[config.mk]
export PLATFORM = sky130hd
export DESIGN_NAME = pixel_read_port
export DESIGN_NICKNAME = d
export VERILOG_FILES = /design/src/rtl/pixel_read_port.sv
export SDC_FILE = /design/constraint.sdc
export NUM_CORES = 1
export LEC_CHECK = 0
export ABC_AREA = 0
export BUFFER_PORTS_ARGS = -buffer_cell sky130_fd_sc_hd__buf_2
export CORE_UTILIZATION = 46
export DETAILED_ROUTE_END_ITERATION = 12
export MAX_ROUTING_LAYER = met4
export PLACE_DENSITY = 0.84
export SKIP_LAST_GASP = 1
export SYNTH_ARGS = -nofsm -noshare
export SYNTH_HDL_FRONTEND = slang
export SYNTH_SLANG_ARGS = --single-unit
[constraint.sdc]
create_clock -name clk -period 1.7 [get_ports clk]
set_input_delay 0.17 -clock clk [delete_from_list [all_inputs] [get_ports clk]]
set_output_delay 0.17 -clock clk [all_outputs]
set_load 0.005 [all_outputs]
[src/rtl/pixel_read_port.sv]
// rtl/pixel_read_port.sv - burst pixel reader between the address registers and the data RAM
module pixel_read_port #(
    parameter int ADDR_W = 18,
    parameter int DATA_W = 8,
    parameter int RD_LAT = 2
) (
    input  logic              clk,
    input  logic              rst,
    input  logic              start,
    input  logic [ADDR_W-1:0] addr_in,
    input  logic [7:0]        len,
    input  logic [DATA_W-1:0] mem_dout,
    output logic [ADDR_W-1:0] mem_addr,
    output logic              mem_rd,
    output logic [DATA_W-1:0] pix,
    output logic              pix_vld,
    output logic              inc_req,
    output logic              busy,
    output logic              done
);

    // Wide enough for RD_LAT-1 with RD_LAT up to 7.
    localparam int LAT_W = 3;

    typedef enum logic [2:0] {
        S_IDLE  = 3'd0,
        S_ISSUE = 3'd1,
        S_WAIT  = 3'd2,
        S_CAPT  = 3'd3,
        S_FIN   = 3'd4
    } state_t;

    state_t            state_q,    state_d;
    logic [LAT_W-1:0]  lat_cnt_q,  lat_cnt_d;
    logic [7:0]        beats_q,    beats_d;
    logic [ADDR_W-1:0] mem_addr_q, mem_addr_d;
    logic              mem_rd_q,   mem_rd_d;
    logic [DATA_W-1:0] pix_q,      pix_d;
    logic              pix_vld_q,  pix_vld_d;
    logic              inc_req_q,  inc_req_d;
    logic              busy_q,     busy_d;
    logic              done_q,     done_d;

    // Every output comes straight from a register; nothing combinational reaches the ports.
    assign mem_addr = mem_addr_q;
    assign mem_rd   = mem_rd_q;
    assign pix      = pix_q;
    assign pix_vld  = pix_vld_q;
    assign inc_req  = inc_req_q;
    assign busy     = busy_q;
    assign done     = done_q;

    // Next-state and registered-output decode; strobes default low so each lasts one clock.
    always_comb begin
        state_d    = state_q;
        lat_cnt_d  = lat_cnt_q;
        beats_d    = beats_q;
        mem_addr_d = mem_addr_q;
        pix_d      = pix_q;
        busy_d     = busy_q;
        mem_rd_d   = 1'b0;
        pix_vld_d  = 1'b0;
        inc_req_d  = 1'b0;
        done_d     = 1'b0;

        unique case (state_q)
            S_IDLE: begin
                busy_d = 1'b0;
                if (start) begin
                    // Address is owned internally from here on; addr_in is not looked at again.
                    mem_addr_d = addr_in;
                    beats_d    = (len == 8'd0) ? 8'd1 : len;
                    busy_d     = 1'b1;
                    state_d    = S_ISSUE;
                end
            end
            S_ISSUE: begin
                mem_rd_d  = 1'b1;
                lat_cnt_d = LAT_W'(RD_LAT - 1);
                state_d   = S_WAIT;
            end
            S_WAIT: begin
                // The strobe is visible the clock after ISSUE, so data lands RD_LAT clocks later.
                if (lat_cnt_q == '0) begin
                    state_d = S_CAPT;
                end else begin
                    lat_cnt_d = lat_cnt_q - LAT_W'(1);
                end
            end
            S_CAPT: begin
                pix_d      = mem_dout;
                pix_vld_d  = 1'b1;
                inc_req_d  = 1'b1;
                mem_addr_d = mem_addr_q + {{(ADDR_W-1){1'b0}}, 1'b1};
                beats_d    = beats_q - 8'd1;
                if (beats_q == 8'd1) begin
                    done_d  = 1'b1;
                    state_d = S_FIN;
                end else begin
                    state_d = S_ISSUE;
                end
            end
            S_FIN: begin
                // Start is deliberately not sampled here; it is seen again from IDLE.
                busy_d  = 1'b0;
                state_d = S_IDLE;
            end
            default: begin
                busy_d  = 1'b0;
                state_d = S_IDLE;
            end
        endcase
    end

    // State register on the falling edge, in step with the datapath registers; reset aborts any burst.
    always_ff @(negedge clk) begin
        if (rst) begin
            state_q    <= S_IDLE;
            lat_cnt_q  <= '0;
            beats_q    <= '0;
            mem_addr_q <= '0;
            mem_rd_q   <= 1'b0;
            pix_q      <= '0;
            pix_vld_q  <= 1'b0;
            inc_req_q  <= 1'b0;
            busy_q     <= 1'b0;
            done_q     <= 1'b0;
        end else begin
            state_q    <= state_d;
            lat_cnt_q  <= lat_cnt_d;
            beats_q    <= beats_d;
            mem_addr_q <= mem_addr_d;
            mem_rd_q   <= mem_rd_d;
            pix_q      <= pix_d;
            pix_vld_q  <= pix_vld_d;
            inc_req_q  <= inc_req_d;
            busy_q     <= busy_d;
            done_q     <= done_d;
        end
    end

endmodule

Word-level counts from Yosys, hierarchy flattened --
Cells that the tools add are included.
Word-level totals: output and inout bits 31, logic and storage cells 46, bits of input ports 37, bits in registers 44
Cells by class: reductions and logical operators 10, bitwise gates (word level) 1, equality and inequality tests 7, add/subtract/negate cells 3, muxes and demuxes 16
Operators with widths (count):
- case mux 18 bit (2 select lines) | 1
- adder 18 x 1 -> 18 bit (second input constant) | 1
- two-way mux 18 bit | 1
- two-way mux 8 bit | 2
- case mux 8 bit (2 select lines) | 1
- two-way mux 3 bit | 4
- case mux 3 bit (4 select lines) | 1
- == test 8 x 1 -> 1 bit (second input constant) | 1
- logical NOT 8 bit | 1
- subtractor 8 x 1 -> 8 bit (second input constant) | 1
- == test 3 x 2 -> 1 bit (second input constant) | 2
- logical NOT 3 bit | 2
- != test 2 bit (second input constant) | 3
- case mux 3 bit (2 select lines) | 1
- AND reduction 2 bit | 3
- two-way mux 1 bit | 4
- nonzero test 2 bit | 2
- == test 3 x 1 -> 1 bit (second input constant) | 1
- OR reduction 3 bit | 1
- subtractor 3 x 1 -> 3 bit (second input constant) | 1
- case mux 1 bit (2 select lines) | 1
- OR reduction 2 bit | 1
- NOT 1 bit | 1

Logic depth before layout (Yosys ltp) --
depth in word-level cells 4, gate-level depth with buffers 7

==> results.toml <==
[floorplan]
placementRows = 25
starting_density = 0.475
vertical_extent_of_the_die_um = 71.9
fp.dieArea_mm2 = 0.00517
coreArea_mm2 = 0.00472
floorplan.die.width_um = 71.9
num_io_pins = 68

[cells_and_area]
most_frequent_cells_in_the_layout = "56 x buf_2, 54 x buf_4, 52 x inv_1"
post_layout_nonfiller_instances = 501
final_layout_size_suffix_gt1_frac = 0.482
most_common_cell_after_layout_fill_and_taps_aside = "buf_2"
fin_util = 0.794
postLayoutCellArea_mm2 = 0.00375
area_added_between_synthesis_and_finish_pct = 67.1
finish.net_count = 475
antennaDiodeCount = 0

[grt]
grt_pass1_vias = 2638
grtUsageMet2 = 0.500
globalRouteTotalUtil = 0.303
grt_start_max_net_pins = 22
global_route.overflow_total = 0
grt-busiest-layer = "met2"
grt.met1_usage = 0.329
initial_antenna_violation_count = 0
groute.layer.met3.usage = 0.0985
grt_pass1_wl_um = 11700

[placement]
placedCellCount = 420
io_buffers = 67
gpl.final_weighted_congestion = 0.854
dp_hpwl_um = 4320
postPlaceCellArea_mm2 = 0.00288

[timing]
worst-slew-pin-transition_ns = 0.587
timing.slew.headroom = 0.605
final.setup.tns_ns = -5.52
whs_ns = 0.452
setup-violations-final = 49
rsz0062_at_grt = "yes"
clock-skew-final_ns = 0.0324
worst_case_setup_margin_in_the_final_layout_ns = -0.213
maxSlewViolCount = 0
timing_hold_violations_final = 0

[drt]
drc = 0
postRouteWirelength_um = 9580
route.antenna.remaining_nets = 0
viasPerCell = 6.17
route.vias.total = 3093
post_drt_wl_per_cell_um = 19.1
drt_first_pass_iters = 6
first_iter_violations = 363

[pwr]
part_of_the_total_power_dissipated_in_sequential_elements = 0.331
power_leakage_nw = 1.72
psw_mw = 1.37
ir_drop_v = 0.000553
power_density_mw_per_mm2 = 1000
comb_pwr_share = 0.277
netSwitchingFraction = 0.365
p_int_mw = 2.39
share_clk_of_total_power = 0.392

[synth]
largest_family_of_logic_cells_by_synthesized_area = "simple AND/OR/NAND/NOR gates"
post_synth_and_or_nand_nor_area_fraction = 0.274
synth_seq_area_share = 0.392
postSynthCellCount = 268
syn-num-nets = 310
synth_top_area_cell = "dfxtp_1"
synthesis.area_per_instance_um2 = 8.38
post_synth_mux_area_share = 0.0178
largest_cells_by_area_after_synthesis = "dfxtp_1 39%, nand2_1 6.0%, a21oi_1 4.7%, nor2_1 2.8%, ha_1 2.8%"
synth-compound-area-share = 0.216
synthFlopType = "dfxtp_1"
synth_xor_xnor_area_share = 0.0195
synth.top_cell.area_share = 0.392
synth-async-reset-ratio = 0
yosys_warnings = 0
synth_edf_count = 0
synth_cell_types = 53
synth_seq_cells = 44
synth-adder-area-share = 0.0279
cell_area_synth_mm2 = 0.00225

[worst_setup_path]
worst-endpoint-required_ns = 1.15
slowest_delay_ns = 0.33
worst_setup_path_start_kind = "primary input"
worstPathMaxFanout = 4
path_delay_family = "compound AO/OA/AOI/OAI gates"
r2r_start = "state_q[2]$_SDFFE_NP0P_"
critical_path.startpoint = "start"
critical-path-slowest-cell = "nor4b_4"
timing.critical_path.buf_inv = 2
worstPathCellList = "buf_8, nor4b_4, buf_4, nand2_1, a31o_1, a21oi_1"
endpoint_kind = "register"
arrival_ns = 1.36
worst-setup-path-type = "primary input to register"

[clocking]
clock_tree.htree_level_count = 2
cts_max_path_buffers = 2
clock_insertion_delay_worst_skew_ns = 0.40
postCtsHoldBufs = 0
clk_pin_slew_ns = 0.05
clkSinkCount = 44
numCtsBuffers = 5
clock_tree_from_tritoncts = "built"
root_buffer = "clkbuf_8"

[job]
drv_cap = 0

[run_status]
violations = "negative setup slack"
run_status = "finished, violations left"

[min_path]
hold_path_class = "register to register"
hp-start = "pix[4]$_SDFFE_NP0N_"
-- registers in the layout (all words and copies together) (netlist names) --
signal and count:
mem_addr 18, lat_cnt_q 3, state_q 3, busy 1, inc_req 1, done 1, beats_q 8, pix 8
mem_rd 1
-- stage by stage --
stage	setup slack (ns)	power (mW)
floorplan	-0.346	1.81
global placement	-0.471	2.06
detailed placement	-0.501	2.08
CTS	-0.149	3.50
global route	-0.231	3.92
finish	-0.213	3.76
-- logic make-up (layout without fill, tap and decap cells) --
kind of cell	Yosys count	after routing
adders and majority gates	5	5
DFF	44	44
and+or+nand+nor	112	115
AOI/OAI and AO/OA	71	71
buffers and inverters	27	190
xor gates and xnor gates	5	5
muxes	4	4
-- per-layer routing --
layer,part of all wire,vias up
met4,0.067,0
met1,0.35,1421
met2,0.49,256
li1,-,1330
met5,0,-
met3,0.10,86
-- synthesized netlist by cell type, types with 2 or more instances --
cell type,instances
a2111oi_0,2
a211oi_1,3
a21oi_1,21
a221oi_1,3
a22oi_1,5
a2bb2oi_1,4
a311oi_1,3
a31o_1,2
a31oi_1,6
and2_1,4
and4_1,2
buf_2,8
buf_4,2
clkbuf_1,8
dfxtp_1,44
ha_1,5
inv_1,9
mux2i_1,4
nand2_1,36
nand3_1,11
nand4_1,5
nor2_1,17
nor3_1,7
nor4_1,6
o211ai_1,8
o21ai_1,5
o21bai_1,2
o311ai_1,2
or3_1,4
or4_1,4
xnor2_1,4
-- power by group through the flow --
stage | registers [mW] | clock network, mW | logic [mW]
finish | 1.24 | 1.47 | 1.04
CTS | 1.21 | 1.44 | 0.839
detailed placement | 1.24 | 0.161 | 0.683
global placement | 1.23 | 0.161 | 0.661
global route | 1.25 | 1.58 | 1.10
floorplan | 1.25 | 0.161 | 0.402
-- timing repair --
item	CTS	global route
resized for setup	51	49
endpoints found under the hold margin	0	0
buffers inserted	21	9
setup endpoints to repair	52	58
pin swaps	11	20
gates cloned	2	1
-- final cells by class --
| class | instances | area (um2) |
|---|---|---|
| Fill cell | 264 | 971 |
| Tap cell | 67 | 83.8 |
| Timing Repair Buffer | 130 | 915 |
| Clock buffer | 5 | 68.8 |
| Clock inverter | 47 | 234 |
| Multi-Input combinational cell | 200 | 1480 |
| Inverter | 8 | 30.0 |
| Sequential cell | 44 | 938 |
-- final timing paths --
kind	to	slack, ns	depth (start not counted)
max	mem_addr[15]$_SDFFE_NP0P_	-0.21	6
min reg2reg	pix[4]$_SDFFE_NP0N_	0.45	2
max reg2reg	mem_addr[15]$_SDFFE_NP0P_	-0.17	6
min	pix[4]$_SDFFE_NP0N_	0.45	2
-- worst min-delay path: stages, from the launching register on --
cell and delay, ns:
dfxtp_2 0.31, nand2_1 0.05, a21oi_1 0.05
(Power assumes the default switching activity.)
